**src/rtl/fp_norm_pipe.sv**
```systemverilog
// fp_norm_pipe -- two-stage post-addition normaliser for the FPU add/sub path.
//
// Takes the unsigned magnitude sum from the adder and the pre-normalisation
// exponent. It counts the leading zeros, left-shifts the sum to bring the
// leading one into the hidden-bit position, and adjusts the exponent to match.
// It hands mantissa, exponent, guard/round/sticky and status flags to the
// rounder.
//
// Build option:
//   FPU_NORM_DENORM_CLAMP_EN  when defined, the shift is clamped to exp_in, so
//                             an underflowing result comes out as a denormal
//                             with exp_out=0. When undefined, the mantissa is
//                             always fully normalised, and exp_out saturates
//                             at 0 on underflow.
//
// Ports:
//   clk, rst        rising-edge clock, synchronous active-high reset
//   in_valid/ready  input handshake; in_ready depends combinationally on out_ready
//   sum_in, exp_in  raw magnitude sum and its exponent
//   out_valid/ready output handshake
//   mant_out        normalised mantissa (MSB = hidden bit)
//   exp_out         adjusted exponent
//   grs_out         {guard, round, sticky}
//   shift_out       left-shift amount applied
//   zero_out        input sum was zero
//   underflow_out   leading-zero count exceeded exp_in
module fp_norm_pipe #(
  parameter int MANT_W = 24,
  parameter int EXP_W  = 8,
  parameter int SUM_W  = MANT_W + 3,
  parameter int LZC_W  = $clog2(SUM_W + 1)
) (
  input  logic              clk,
  input  logic              rst,
  input  logic              in_valid,
  output logic              in_ready,
  input  logic [SUM_W-1:0]  sum_in,
  input  logic [EXP_W-1:0]  exp_in,
  output logic              out_valid,
  input  logic              out_ready,
  output logic [MANT_W-1:0] mant_out,
  output logic [EXP_W-1:0]  exp_out,
  output logic [2:0]        grs_out,
  output logic [LZC_W-1:0]  shift_out,
  output logic              zero_out,
  output logic              underflow_out
);

  // Shift count and exponent are compared and subtracted at a common width.
  // The extra bit keeps the comparison unsigned, with no truncation.
  localparam int CMP_W = ((LZC_W > EXP_W) ? LZC_W : EXP_W) + 1;
  // Number of bits below guard and round that fold into sticky.
  localparam int STK_W = SUM_W - MANT_W - 2;

  typedef struct packed {
    logic [MANT_W-1:0] mant;
    logic [EXP_W-1:0]  expo;
    logic [2:0]        grs;
    logic [LZC_W-1:0]  shift;
    logic              zero;
    logic              unf;
  } norm_res_t;

  // ---------------------------------------------------------------------------
  // Flow control
  // ---------------------------------------------------------------------------
  logic s1_valid_q, s1_valid_d;
  logic s2_valid_q, s2_valid_d;
  logic s2_load, s1_load;

  assign s2_load  = !s2_valid_q || out_ready;
  assign s1_load  = !s1_valid_q || s2_load;
  // While reset is held, no beat may be accepted.
  assign in_ready = s1_load && !rst;

  // ---------------------------------------------------------------------------
  // Stage 1: capture the operands and the leading-zero count
  // ---------------------------------------------------------------------------
  logic [SUM_W-1:0] s1_sum_q,  s1_sum_d;
  logic [EXP_W-1:0] s1_exp_q,  s1_exp_d;
  logic [LZC_W-1:0] s1_lzc_q,  s1_lzc_d;
  logic             s1_zero_q, s1_zero_d;
  logic [LZC_W-1:0] lzc;

  // The scan runs from LSB to MSB, so the highest set bit is the last
  // assignment and wins. An all-zero sum keeps the default of SUM_W.
  always_comb begin
    lzc = LZC_W'(SUM_W);
    for (int i = 0; i < SUM_W; i++) begin
      if (sum_in[i]) lzc = LZC_W'(SUM_W - 1 - i);
    end
  end

  always_comb begin
    s1_valid_d = s1_valid_q;
    s1_sum_d   = s1_sum_q;
    s1_exp_d   = s1_exp_q;
    s1_lzc_d   = s1_lzc_q;
    s1_zero_d  = s1_zero_q;
    if (s1_load) begin
      s1_valid_d = in_valid;
      if (in_valid) begin
        s1_sum_d  = sum_in;
        s1_exp_d  = exp_in;
        s1_lzc_d  = lzc;
        s1_zero_d = (sum_in == '0);
      end
    end
  end

  // ---------------------------------------------------------------------------
  // Stage 2: shift, exponent adjust, GRS extraction
  // ---------------------------------------------------------------------------
  logic [CMP_W-1:0] lzc_x, exp_x;
  logic             unf;
  logic [LZC_W-1:0] sh;
  logic [EXP_W-1:0] exp_adj;
  logic [SUM_W-1:0] shifted;
  norm_res_t        res;
  norm_res_t        res_q, res_d;

  always_comb begin
    lzc_x = CMP_W'(s1_lzc_q);
    exp_x = CMP_W'(s1_exp_q);
    unf   = (lzc_x > exp_x);
`ifdef FPU_NORM_DENORM_CLAMP_EN
    // On underflow exp_in < lzc <= SUM_W, so exp_in fits in the shift width.
    sh      = unf ? LZC_W'(s1_exp_q) : s1_lzc_q;
    exp_adj = EXP_W'(exp_x - CMP_W'(sh));
`else
    sh      = s1_lzc_q;
    exp_adj = unf ? '0 : EXP_W'(exp_x - lzc_x);
`endif
    shifted = s1_sum_q << sh;

    res       = '0;
    res.mant  = shifted[SUM_W-1 -: MANT_W];
    res.grs   = {shifted[SUM_W-MANT_W-1], shifted[SUM_W-MANT_W-2],
                 |shifted[STK_W-1:0]};
    res.expo  = exp_adj;
    res.shift = sh;
    res.unf   = unf;
    // A zero sum would otherwise report a full-width shift and an underflow.
    if (s1_zero_q) begin
      res      = '0;
      res.zero = 1'b1;
    end
  end

  always_comb begin
    s2_valid_d = s2_valid_q;
    res_d      = res_q;
    if (s2_load) begin
      s2_valid_d = s1_valid_q;
      // When a bubble moves in, the old result is kept to avoid needless toggling.
      if (s1_valid_q) res_d = res;
    end
  end

  // ---------------------------------------------------------------------------
  // Registers
  // ---------------------------------------------------------------------------
  always_ff @(posedge clk) begin
    if (rst) begin
      s1_valid_q <= 1'b0;
      s1_sum_q   <= '0;
      s1_exp_q   <= '0;
      s1_lzc_q   <= '0;
      s1_zero_q  <= 1'b0;
      s2_valid_q <= 1'b0;
      res_q      <= '0;
    end else begin
      s1_valid_q <= s1_valid_d;
      s1_sum_q   <= s1_sum_d;
      s1_exp_q   <= s1_exp_d;
      s1_lzc_q   <= s1_lzc_d;
      s1_zero_q  <= s1_zero_d;
      s2_valid_q <= s2_valid_d;
      res_q      <= res_d;
    end
  end

  assign out_valid     = s2_valid_q;
  assign mant_out      = res_q.mant;
  assign exp_out       = res_q.expo;
  assign grs_out       = res_q.grs;
  assign shift_out     = res_q.shift;
  assign zero_out      = res_q.zero;
  assign underflow_out = res_q.unf;

endmodule

```
**config.mk**
```make
export PLATFORM = sky130hd
export DESIGN_NAME = fp_norm_pipe
export DESIGN_NICKNAME = d
export VERILOG_FILES = /design/src/rtl/fp_norm_pipe.sv
export SDC_FILE = /design/constraint.sdc
export NUM_CORES = 1
export LEC_CHECK = 0
export ABC_AREA = 1
export BUFFER_PORTS_ARGS = -buffer_cell sky130_fd_sc_hd__buf_2
export CORE_ASPECT_RATIO = 1.2
export CORE_MARGIN = 2
export CORE_UTILIZATION = 48
export DETAILED_ROUTE_END_ITERATION = 8
export MAX_ROUTING_LAYER = met4
export PLACE_DENSITY = 0.85
export RECOVER_POWER = 50
export SYNTH_ARGS = -nofsm -noshare
export SYNTH_HDL_FRONTEND = slang
export SYNTH_SLANG_ARGS = --single-unit
```
**constraint.sdc**
```tcl
create_clock -name clk -period 2.3 [get_ports clk]
set_input_delay 0.345 -clock clk [delete_from_list [all_inputs] [get_ports clk]]
set_output_delay 0.345 -clock clk [all_outputs]
set_load 0.005 [all_outputs]
```
* Yosys cells after proc, flatten, opt, wreduce, memory -nomap -nowiden
Index checks and enable logic that the tools add are counted.
** Word-level totals
- Input bits :: 39
- Output and inout port bits :: 44
- Register bits after elaboration :: 85
** Operators by class
- Reductions and logical operators :: 9
- Muxes and demuxes :: 29
- Order comparisons :: 1
- $add $sub $neg :: 1
- Shift-type cells :: 1
** Operators by type and width (number)
- 2-to-1 mux 5 bit :: 25
- 2-to-1 mux 42 bit :: 1
- zero test 27 bit :: 1
- << shifter 27 x 5 -> 27 bit :: 1
- > comparator 5 x 8 -> 1 bit :: 1
- 2-to-1 mux 8 bit :: 1
- subtractor 8 x 5 -> 8 bit :: 1
- AND reduction 2 bit :: 2
- zero test 1 bit :: 3
- logical OR 1 bit :: 2
- 2-to-1 mux 2 bit :: 1
- logical AND 1 bit :: 1
- 2-to-1 mux 1 bit :: 1

* Logic depth before layout (Yosys ltp)
Gate-level depths: netlist (run 1).
- Word-level depth :: 27
- Depth in mapped cells :: 28
- Mapped depth without buffers :: 28

* Worst setup path before layout (run 1)
Ideal clock, no wire load.
- Kind :: register -> register
- From :: reg s1_lzc_q[3]
- To :: reg res_q, in the netlist exp_out[5]
- Path slack :: -245 ps
- Data arrival time :: 2418 ps
- Path buffers :: 2
- Stages on the path, launching flop included :: 16
- Data required time :: 2172 ps
- Cells stage by stage :: dfxtp_1 > clkbuf_1 > inv_1 > clkbuf_1 > ha_1 > a21oi_1 > inv_1 > a31oi_1 > nor2_1 > or3_1 > nor3_2 > nor2_1 > inv_2 > nor2_1 > a21oi_1 > nor2_1
** On the way
- Word-level cells in the longest chain between the ends :: 3
- Elaborated cells on any way between the ends :: 4
- Classes of those cells :: add/sub: 1; order compare: 1; mux: 2
** RTL lines
- from (decl) :: line 81 : logic [LZC_W-1:0] s1_lzc_q, s1_lzc_d;
- from (signal assigned) :: line 176 : s1_lzc_q <= s1_lzc_d;
- subtractor 8 x 5 -> 8 bit / > comparator 5 x 8 -> 1 bit (equally long branches) :: line 132, 125
- 2-to-1 mux 8 bit * :: line 132 : exp_adj = unf ? '0 : EXP_W'(exp_x - lzc_x);
- 2-to-1 mux 42 bit * :: line 144 : if (s1_zero_q) begin
- to (signal assigned) :: line 179 : res_q <= res_d;
- to (decl) :: line 120 : norm_res_t res_q, res_d;
Every way passes the cells marked *; elsewhere a longest branch is shown, timed or not.
A chain may end at the register's enable or synchronous reset.

* Final worst setup path (run 1)
- From :: reg s1_exp_q[0]
- To :: reg res_q, in the netlist exp_out[4]
** On the way
- Word-level cells in the longest chain between the ends :: 3
- Elaborated cells on any way between the ends :: 4
- Classes of those cells :: add/sub: 1; order compare: 1; mux: 2
** RTL lines
- from (decl) :: line 80 : logic [EXP_W-1:0] s1_exp_q, s1_exp_d;
- from (signal assigned) :: line 175 : s1_exp_q <= s1_exp_d;
- subtractor 8 x 5 -> 8 bit / > comparator 5 x 8 -> 1 bit (equally long branches) :: line 132, 125
- 2-to-1 mux 8 bit * :: line 132
- 2-to-1 mux 42 bit * :: line 144
Marks and branches as above.

==> results of run 1 <==
layout make-up:
cell class | instances | area, µm² | share of cell area (%)
sequential | 85 | 1705 | 31.34
tap | 120 | 150.1 | 2.759
multi-input combinational | 491 | 2472 | 45.44
inverter | 68 | 282.8 | 5.197
clock inverter | 5 | 82.58 | 1.518
clock buffer | 11 | 151.4 | 2.782
timing repair buffer | 110 | 596.8 | 10.97
tightest hold or removal path: stages:
cell and delay, ps:
buf_2 110, inv_2 50, a21oi_1 50
kinds of logic after synthesis:
group,Yosys count,synth area share [%]
AOI/OAI and AO/OA,201,24.34
xor gates and xnor gates,2,0.3842
adders and majority gates,6,1.811
buffers and inverters,110,9.986
DFF,85,37.31
muxes,8,1.756
and+or+nand+nor,274,24.42
through the flow:
stage	util, %	hold WS, ps	setup TNS [ps]	std cells
5_1_grt	59.61	225.7	-33.12	890
3_3_place_gp	55.98	445.2	0	864
3_5_place_dp	55.98	451.2	0	864
4_1_cts	59.22	206.7	0	888
6_report	59.61	217.9	0	890
2_1_floorplan	-	434.6	0	686
timing repair:
action | CTS | global route
setup endpoints to repair | 1 | 4
hold endpoints to repair | 0 | 0
cloned | 0 | 0
resized for setup | 1 | 15
pin swaps | 1 | 5
buffers inserted | 8 | 2
power groups by stage:
stage	sequential, mW	combinational (mW)	clock, mW
5_1_grt	1.62	0.794	1.28
6_report	1.61	0.704	1.20
3_3_place_gp	1.64	0.625	0
2_1_floorplan	1.63	0.447	0
3_5_place_dp	1.64	0.640	0
4_1_cts	1.61	0.673	1.21
routing by layer:
layer,up-vias,wire length (µm)
li1,2429,-
met1,2137,5336
met2,141,5793
met3,35,536
met4,0,415
met5,-,0
synthesized netlist by cell type, types with 3 or more instances:
| library cell | n |
|---|---|
| nand2_1 | 182 |
| dfxtp_1 | 85 |
| a21oi_1 | 76 |
| inv_1 | 55 |
| nor2_1 | 45 |
| o21ai_0 | 43 |
| o21ai_1 | 39 |
| nand3_1 | 29 |
| clkbuf_1 | 25 |
| inv_2 | 11 |
| a31oi_1 | 10 |
| buf_2 | 9 |
| mux2i_1 | 8 |
| o211ai_1 | 8 |
| buf_1 | 7 |
| a211oi_1 | 6 |
| a22oi_1 | 6 |
| ha_1 | 5 |
| o21bai_1 | 5 |
| or2_1 | 4 |
| nor2_2 | 3 |
| nor4_1 | 3 |
| o311ai_1 | 3 |
final timing paths:
check,start,end,slack (ps),cells past startpoint
worst max-delay path,s1_exp_q[0]$_SDFFE_PP0P_,exp_out[4]$_SDFFE_PP0P_,50,16
worst min-delay path,sum_in[3],s1_sum_q[3]$_SDFFE_PP0P_,220,3
worst max register to register,s1_exp_q[0]$_SDFFE_PP0P_,exp_out[4]$_SDFFE_PP0P_,50,16
worst min register to register,zero_out$_SDFFE_PP0P_,zero_out$_SDFFE_PP0P_,460,2
registers in the layout (all words and copies together), names as in the netlist:
signal         flops
exp_out            8
grs_out            3
mant_out          24
out_valid          1
s1_exp_q           8
s1_lzc_q           5
s1_sum_q          27
s1_valid_q         1
s1_zero_q          1
shift_out          5
underflow_out      1
zero_out           1
==> impl_results.md, run 1 <==
* Cells after synthesis at between 600 and 700
* Req. time, crit path at 2610 ps
* Antenna violations before repair at 0
* DR vias/cell at approximately 5.3
* Max Slew Vio Count at 0
* Core box area at 0.009129 mm²
* Net Switching at 1.006 mW
* Initial drt markers at 303
* Maximum vdd drop at 0.3874 mV
* Met3 Usage GRT at 4.079%
* Critical path's slowest cell: dfxtp_2
* Post-route cell area at 0.005441 mm²
* Crit. End Element: flip-flop
* Sequential cell area fraction in the yosys report at 37.31%
* Most frequent cells in the layout: nand2_1 (181), dfxtp_1 (82), a21oi_1 (74)
* # nets final at 810
* # DRC at 0
* CTS root buf: clkbuf_8
* Final WL at around 12000 µm
* CTS Buffer Depth at 2
* Total power draw at roughly 3.5 mW
* Number of library cell types mapped by synthesis at 38
* Top FF cell, synth: dfxtp_1
* CP peak stage delay at 330 ps
* Total CTS buffers at 9
* Flops & latches, synth at 85
* Final Hold Viols at 0
* Critical Path AT at 2550 ps
* Syn. warnings at 0
* Hold-fix buffers, CTS at 0
* CP most frequent cell: buf_4
* Ant diodes at 0
* Latest clock arrival within the worst-skew pair at 370 ps
* FILL cells at 871
* Int Pwr at 2.510 mW
* DP Area at between 0.005 and 0.006 mm²
* Clk sinks at 85
* Sw frac at 28.60%
* FP Rows at 38
* Vias at 4742
* Final antenna-violating net count at 0
* Max cap viols at 0
* Die H at 110.8 µm
* Worst Path Buf+Inv at 10
* FFs w/ async S/R, synth at 0%
* CTS HTree Levels at 3
* Iteration count of the initial detailed-routing pass at 5
* Final Critical Period at 2249 ps
* Slew @ Worst Pin at 1007 ps
* Combinational share of power at 20.0%
* Power density cells at around 650 mW/mm²
* I/O Buffers at 82
* Initial Util at 49.96%
* Hold/Removal Path Class: input port to flip-flop
* Status: completed
* Pre-CTS setup slack at between 15 and 20 ps
* Cell family with most CP delay: buffers and inverters
* IO Count at between 80 and 90
* Area contributors post-synth: dfxtp_1 (37%), nand2_1 (15%), a21oi_1 (8.3%), o21ai_0 (4.7%), inv_1 (4.5%)
* Critical Path Source Type: flip-flop
* Clk slew on worst S/H paths at about 90 ps
* Vias in the first global route at ~4400
* Die area at 0.01030 mm²
* Crit-path cells: inv_2 > ha_4 > inv_2 > fa_2 > a31oi_4 > buf_6 > buf_4 > buf_4 > buf_4 > buf_4 > buf_4 > buf_4 > buf_4 > nand2_2 > nand3b_1 > a21oi_2
* Global route overflow at 0
* Avg WL per Cell at 13.58 µm
* Leak pwr at 2.458 nW
* Net count after synthesis at around 730
* Most common cell after layout, fill and taps aside: nand2_1
* Met1 Use GR at a little under a third
* GRT busiest layer: met2
* Share of cells above drive strength 1 at 18.83%
* Crit share post-route at 97.77%
* GRT Total Usage at 24.17%
* Largest net degree at the start of global routing at 44
* First-pass GRT wire length at 19890 µm
* Clock Power Share at between 30% and 40%
* Finish-stage setup viols at 0
* Post-synth EDFFs at 0
* Worst-case clock skew at ~13 ps
* Met2 Use GR at 38.55%
* Post-DP HPWL at 8916 µm
* Sequential Power Share at between 40% and 50%
* CTS tree: yes
* Slew HR at 32.84%
* Yosys top cell area share at 37.31%
* Mean area per synthesized cell at 6.648 µm²
* Die W at slightly above 90 µm
* Fmax achieved at 0.4447 GHz
* Dominant cell type by area after synthesis: dfxtp_1
* Syn-to-layout area delta at 19.31%
* CP Class: flip-flop to flip-flop
* Final worst slack at 51.22 ps
* Post-Syn Area at between 0.004 and 0.005 mm²
* CP Max Fanout at 2
* Placer Congestion at 0.8963
No activity file was read; power rests on OpenSTA's default activity.
==> inputs of run 2 (changes only) <==
Settings changed: CORE_UTILIZATION 48 to 30, PLACE_DENSITY 0.85 to 0.62, RECOVER_POWER 50 to not set.
==> impl_results.md, run 2 (synthesis results as in run 1) <==
* Status: completed
* Req. time, crit path at 2510 ps (-100 ps)
* Core box area at 0.01496 mm² (+64%)
* Crit-path cells: inv_2 > ha_4 > inv_4 > fa_2 > a31oi_4 > nor2_2 > or3_4 > nor3_4 > nor2_4 > buf_4 > nand3b_1 > a21oi_1
* Hold path startpoint: sum_in[3]
* Crit path from: s1_exp_q[0]$_SDFFE_PP0P_
* Power density cells at 684.5 mW/mm² (+5.9%)
* Critical Path Source Type: flip-flop
* Total CTS buffers at 9 (unchanged)
* Pre-CTS setup slack at 60.21 ps (+43.04 ps)
* Share of cells above drive strength 1 at 19.08% (+0.25 points)
* Final antenna-violating net count at 0 (unchanged)
* CP peak stage delay at 390 ps (+60 ps)
* # nets final at 800 (-1.2%)
* Avg WL per Cell at 12.74 µm (-6.1%)
* Ant diodes at 0 (unchanged)
* Post-DP HPWL at 9160 µm (+2.7%)
* Die W at 116.6 µm (+25%)
* Die H at 139.1 µm (+26%)
* Largest net degree at the start of global routing at 47 (+6.8%)
* Slew @ Worst Pin at 559.3 ps (-448.1 ps)
* Fmax achieved at 0.4507 GHz (+1.3%)
* Combinational share of power at 17.5% (-2.5 points)
* Die area at 0.01621 mm² (+57%)
* Placed insts at 945 (+9.4%)
* Final Critical Period at 2219 ps (-29.86 ps)
* Latest clock arrival within the worst-skew pair at 350 ps (-20 ps)
* Int Pwr at 2.768 mW (+10%)
* Critical path's slowest cell: fa_2
* Post-layout util at 37.25% (-22 points)
* Clk slew on worst S/H paths at 60 ps (-30 ps)
* Placer Congestion at 0.8513 (-5.0%)
* Crit share post-route at 96.47% (-1.3 points)
* Final Hold Viols at 0 (unchanged)
* Initial drt markers at 312 (+3.0%)
* Crit. End Element: flip-flop
* Iteration count of the initial detailed-routing pass at 4 (-1)
* FP Rows at 49 (+29%)
* CP Max Fanout at 4 (+2)
* Most frequent cells in the layout: nand2_1 (182), dfxtp_1 (83), buf_2 (82)
* Fin cells at 964 (+8.3%)
* Global route overflow at 0 (unchanged)
* Clk sinks at 85 (unchanged)
* # DRC at 0 (unchanged)
* DR vias/cell at 4.697 (-12%)
* Net Switching at 1.047 mW (+4.1%)
* First-pass GRT wire length at 20030 µm (+0.69%)
* Initial Util at 30.49% (-19 points)
* Post-route cell area at 0.005573 mm² (+2.4%)
* Max cap viols at 0 (unchanged)
* Final worst slack at 81.08 ps (+29.86 ps)
* I/O Buffers at 82 (unchanged)
* Final WL at 12290 µm (+1.7%)
* Slew HR at 62.37% (+30 points)
* Finish-stage setup viols at 0 (unchanged)
* Most common cell after layout, fill and taps aside: nand2_1
* CTS Buffer Depth at 2 (unchanged)
* GRT Total Usage at 15.86% (-8.3 points)
* Largest register by flop count: s1_sum_q
* IO Count at 83 (unchanged)
* Antenna violations before repair at 0 (unchanged)
* Sw frac at 27.44% (-1.2 points)
* Leak pwr at 2.496 nW (+1.6%)
* Worst-case clock skew at 7.549 ps (-5.900 ps)
* CTS HTree Levels at 3 (unchanged)
* Vias at 4528 (-4.5%)
* Vias in the first global route at 4042 (-7.5%)
* CTS tree: yes
* DP Area at 0.005192 mm² (+1.6%)
* Hold/Removal Path Class: input port to flip-flop
* Clock Power Share at 40.2% (+6.0 points)
* Reg2reg start: s1_exp_q[0]$_SDFFE_PP0P_
* Critical Path AT at 2430 ps (-120 ps)
* CTS root buf: clkbuf_16
* Maximum vdd drop at 0.3546 mV (-8.5%)
* Syn-to-layout area delta at 22.19%
* Sequential Power Share at 42.3% (-3.5 points)
* Largest register FFs at 27 (unchanged)
* Setup TNS at 0 ps (unchanged)
* Max Slew Vio Count at 0 (unchanged)
* CP Class: flip-flop to flip-flop
* Hold-fix buffers, CTS at 0 (unchanged)
## run 2: stage by stage
| stage | hold slack [ps] | power (mW) |
|---|---|---|
| 2_1_floorplan | 434.6 | 2.081 |
| 3_3_place_gp | 447.6 | 2.280 |
| 3_5_place_dp | 450.7 | 2.284 |
| 4_1_cts | 242.9 | 3.805 |
| 5_1_grt | 271.4 | 3.996 |
| 6_report | 246.7 | 3.815 |
## run 2: layout make-up
type                            count  area, µm²
Clock inverter                      4      72.57
Sequential cell                    85       1704
Tap cell                          204      255.2
Timing Repair Buffer              100      545.5
Fill cell                        1658       9387
Inverter                           68      285.3
Clock buffer                       12      236.5
Multi-Input combinational cell    491       2474
## run 2: power groups by stage
stage          Combinational [mW]  Clock (mW)  Sequential, mW
2_1_floorplan               0.447           0            1.63
3_3_place_gp                0.638           0            1.64
3_5_place_dp                0.641           0            1.64
4_1_cts                     0.645        1.55            1.61
5_1_grt                     0.764        1.61            1.62
6_report                    0.668        1.53            1.61
## run 2: worst paths after layout
kind / to / slack (ps) / cells past startpoint
worst max-delay path: exp_out[4]$_SDFFE_PP0P_ / 80 / 12
worst max register to register: exp_out[4]$_SDFFE_PP0P_ / 80 / 12
worst min-delay path: s1_sum_q[3]$_SDFFE_PP0P_ / 250 / 3
worst min register to register: mant_out[2]$_SDFFE_PP0P_ / 460 / 2
## run 2: what timing repair did
item / 4_1_cts / 5_1_grt
buffers inserted: 0 / 3
setup endpoints to repair: 0 / 5
resized for setup: 0 / 14
## run 2: metal layers
metal	routed length, µm	track usage [%]	up-vias
met5	0	-	-
met4	184	5.201	0
met3	441	1.967	12
met2	5373	22.89	95
met1	6286	22.88	2007
li1	-	-	2414
## run 2: critical path, delay by kind of cell, from the launching register on
family | cells | cell delay, ps
AO/OA/AOI/OAI | 2 | 250
adder cells (fa/ha/maj) | 2 | 520
buffers and inverters | 3 | 230
flip-flops | 1 | 310
AND/OR/NAND/NOR | 5 | 770
==> inputs of run 3 (changes only) <==
Settings changed: BUFFER_PORTS_ARGS -buffer_cell sky130_fd_sc_hd__buf_2 to -buffer_cell sky130_fd_sc_hd__buf_4, PLACE_DENSITY 0.62 to 0.6.
Clock period 2.3 ns to 2.5 ns, I/O delays scaled along.
==> impl_results.md, run 3 (synthesis results as in run 1) <==
* Status: completed
* Cell family with most CP delay: simple AND/OR/NAND/NOR gates
* Setup TNS at 0 ps (unchanged)
* Worst R2R Setup Slack at 260 ps (+180 ps)
* Crit-path cells: inv_1 > ha_1 > inv_1 > fa_1 > a31oi_1 > nor2_1 > or3_1 > nor3_2 > nor2_1 > inv_2 > nor2_1 > a21oi_1 > nor2_1
* Clk sinks at 85 (unchanged)
* Ant diodes at 0 (unchanged)
* CP Max Fanout at 5 (+1)
* Post-route cell area at 0.005640 mm² (+1.2%)
* Latest clock arrival within the worst-skew pair at 340 ps (about the same)
* CTS root buf: clkbuf_16
* Vias at 4502 (-0.57%)
* Post-DP HPWL at 9272 µm (+1.2%)
* Global route overflow at 0 (unchanged)
* Share of cells above drive strength 1 at 16.98% (-2.1 points)
* Int Pwr at 2.439 mW (-12%)
* Placer Congestion at 0.8286 (-2.7%)
* Critical Path Source Type: flip-flop
* Clock Power Share at 37.3% (-2.9 points)
* Setup bufs post-CTS at 0 (unchanged)
* Final WL at 12060 µm (-1.8%)
* Largest register by flop count: s1_sum_q
* Maximum vdd drop at 0.3474 mV (-2.1%)
* Max Slew Vio Count at 0 (unchanged)
* Final antenna-violating net count at 0 (unchanged)
* Vias in the first global route at 4015 (-0.67%)
* # nets final at 797 (-0.38%)
* Initial Util at 30.49% (unchanged)
* CP Class: flip-flop to flip-flop
* I/O Buffers at 82 (unchanged)
* Crit. End Element: flip-flop
* FF-to-FF End: exp_out[5]$_SDFFE_PP0P_
* DR vias/cell at 4.699 (about the same)
* Critical path's slowest cell: fa_1
* Hold/Removal Path Class: input port to flip-flop
* Sequential Power Share at 44.3% (+2.0 points)
* Reg2reg start: s1_exp_q[0]$_SDFFE_PP0P_
* CP peak stage delay at 400 ps (about the same)
* Net Switching at 0.9070 mW (-13%)
* FP Rows at 49 (unchanged)
* Fmax achieved at 0.4471 GHz (-0.79%)
* Worst-case clock skew at 9.597 ps (+2.048 ps)
* GRT Total Usage at 15.67% (-0.19 points)
* Most common cell after layout, fill and taps aside: nand2_1
* Sw frac at 27.10% (-0.34 points)
* Combinational share of power at 18.5% (+1.0 points)
* CP most frequent cell: nor2_1
* IO Count at 83 (unchanged)
* Largest net degree at the start of global routing at 44 (-6.4%)
* Pre-CTS setup slack at 263.5 ps (+203.3 ps)
* Initial drt markers at 326 (+4.5%)
* Most frequent cells in the layout: nand2_1 (182), buf_4 (97), dfxtp_1 (85)
* Slew HR at 60.60% (-1.8 points)
* Core box area at 0.01496 mm² (unchanged)
* Req. time, crit path at 2710 ps (+200 ps)
* Avg WL per Cell at 12.59 µm (-1.2%)
* Die W at 116.6 µm (unchanged)
* First-pass GRT wire length at 19890 µm (-0.69%)
* CTS tree: yes
* Crit share post-route at 89.47% (-7.0 points)
* Antenna violations before repair at 0 (unchanged)
* Power density cells at 593.3 mW/mm² (-13%)
* DP Area at 0.005371 mm² (+3.4%)
* Worst Path Buf+Inv at 3 (unchanged)
* Hold Slack at 279.7 ps (+32.92 ps)
* Die H at 139.1 µm (unchanged)
* Syn-to-layout area delta at 23.68%
* Leak pwr at 2.497 nW (about the same)
* Iteration count of the initial detailed-routing pass at 5 (+1)
* Hold-fix buffers, CTS at 0 (unchanged)
* Largest register FFs at 27 (unchanged)
* Critical Path AT at 2450 ps (+20 ps)
* CTS HTree Levels at 3 (unchanged)
* RSZ-0062 raised after global routing: no
* R2r worst-path depth at 13 (+1)
* Final Critical Period at 2237 ps (+17.74 ps)
* Final Hold Viols at 0 (unchanged)
* # DRC at 0 (unchanged)
* Hold path startpoint: rst
* Total CTS buffers at 9 (unchanged)
* Hold Path Sink: s1_lzc_q[0]$_SDFFE_PP0P_
* Clk slew on worst S/H paths at 50 ps (about the same)
* Hold Path Depth at 2 (-1)
* Final worst slack at 263.3 ps (+182.3 ps)
* Slew @ Worst Pin at 585.7 ps (+26.38 ps)
* Max cap viols at 0 (unchanged)
* Die area at 0.01621 mm² (unchanged)
* Finish-stage setup viols at 0 (unchanged)
* CTS Buffer Depth at 2 (unchanged)
* Post-cts sizing count at 0 (unchanged)
-- run 3: cell count changes in the layout (fill, tap and decap cells not counted), sizes merged --
cell / previous run / this run
buf: 100 / 97
clkbuf: 12 / 10
bufinv: 4 / 3
clkinv: 1 / 2
clkinvlp: 1 / 0
-- run 3: worst max path at each step --
stage,depth (start not counted),slack [ps],end,start
final,13,260,exp_out[5]$_SDFFE_PP0P_,s1_exp_q[0]$_SDFFE_PP0P_
after global routing,13,50,exp_out[7]$_SDFFE_PP0P_,s1_exp_q[0]$_SDFFE_PP0P_
after CTS,13,260,exp_out[5]$_SDFFE_PP0P_,s1_exp_q[0]$_SDFFE_PP0P_
after detailed placement,13,260,exp_out[5]$_SDFFE_PP0P_,s1_exp_q[0]$_SDFFE_PP0P_
after global placement,13,310,exp_out[5]$_SDFFE_PP0P_,s1_exp_q[0]$_SDFFE_PP0P_
after floorplan,15,20,exp_out[5]$_SDFFE_PP0P_,s1_lzc_q[3]$_SDFFE_PP0P_
-- run 3: final cells by class --
class | instances | area, µm²
fill | 1688 | 9319
multi-input combinational | 491 | 2404
sequential | 85 | 1702
timing repair buffer | 97 | 728.2
inverter | 68 | 282.8
tap | 204 | 255.2
clock buffer | 10 | 229.0
clock inverter | 3 | 40.04
-- run 3: stage by stage --
| stage | std cells | total power, mW | util, % |
|---|---|---|---|
| after floorplan | 686 | 1.906 | - |
| after global placement | 945 | 2.126 | 35.91 |
| after detailed placement | 945 | 2.130 | 35.91 |
| after CTS | 958 | 3.380 | 37.70 |
| after global routing | 958 | 3.538 | 37.70 |
| final | 958 | 3.346 | 37.70 |
-- run 3: worst reg2reg max path, stage by stage, from the launching register on --
cell and delay [ps]:
dfxtp_1 290, inv_1 60, ha_1 140, inv_1 50, fa_1 400, a31oi_1 200, nor2_1 70, or3_1 360
nor3_2 150, nor2_1 120, inv_2 80, nor2_1 40, a21oi_1 110, nor2_1 50
-- run 3: power by group through the flow --
stage	Combinational (mW)	Clock [mW]	Sequential [mW]
after floorplan	0.404	0	1.50
after global placement	0.615	0	1.51
after detailed placement	0.619	0	1.51
after CTS	0.621	1.28	1.48
after global routing	0.706	1.34	1.49
final	0.618	1.25	1.48
-- run 3: routing by layer --
metal  up-vias  routed length [µm]  GRT usage [%]
li1       2404                   -              -
met1      1982                6075          22.33
met2       108                5267          22.67
met3         8                 596          3.322
met4         0                 119          3.715
met5         -                   0              -
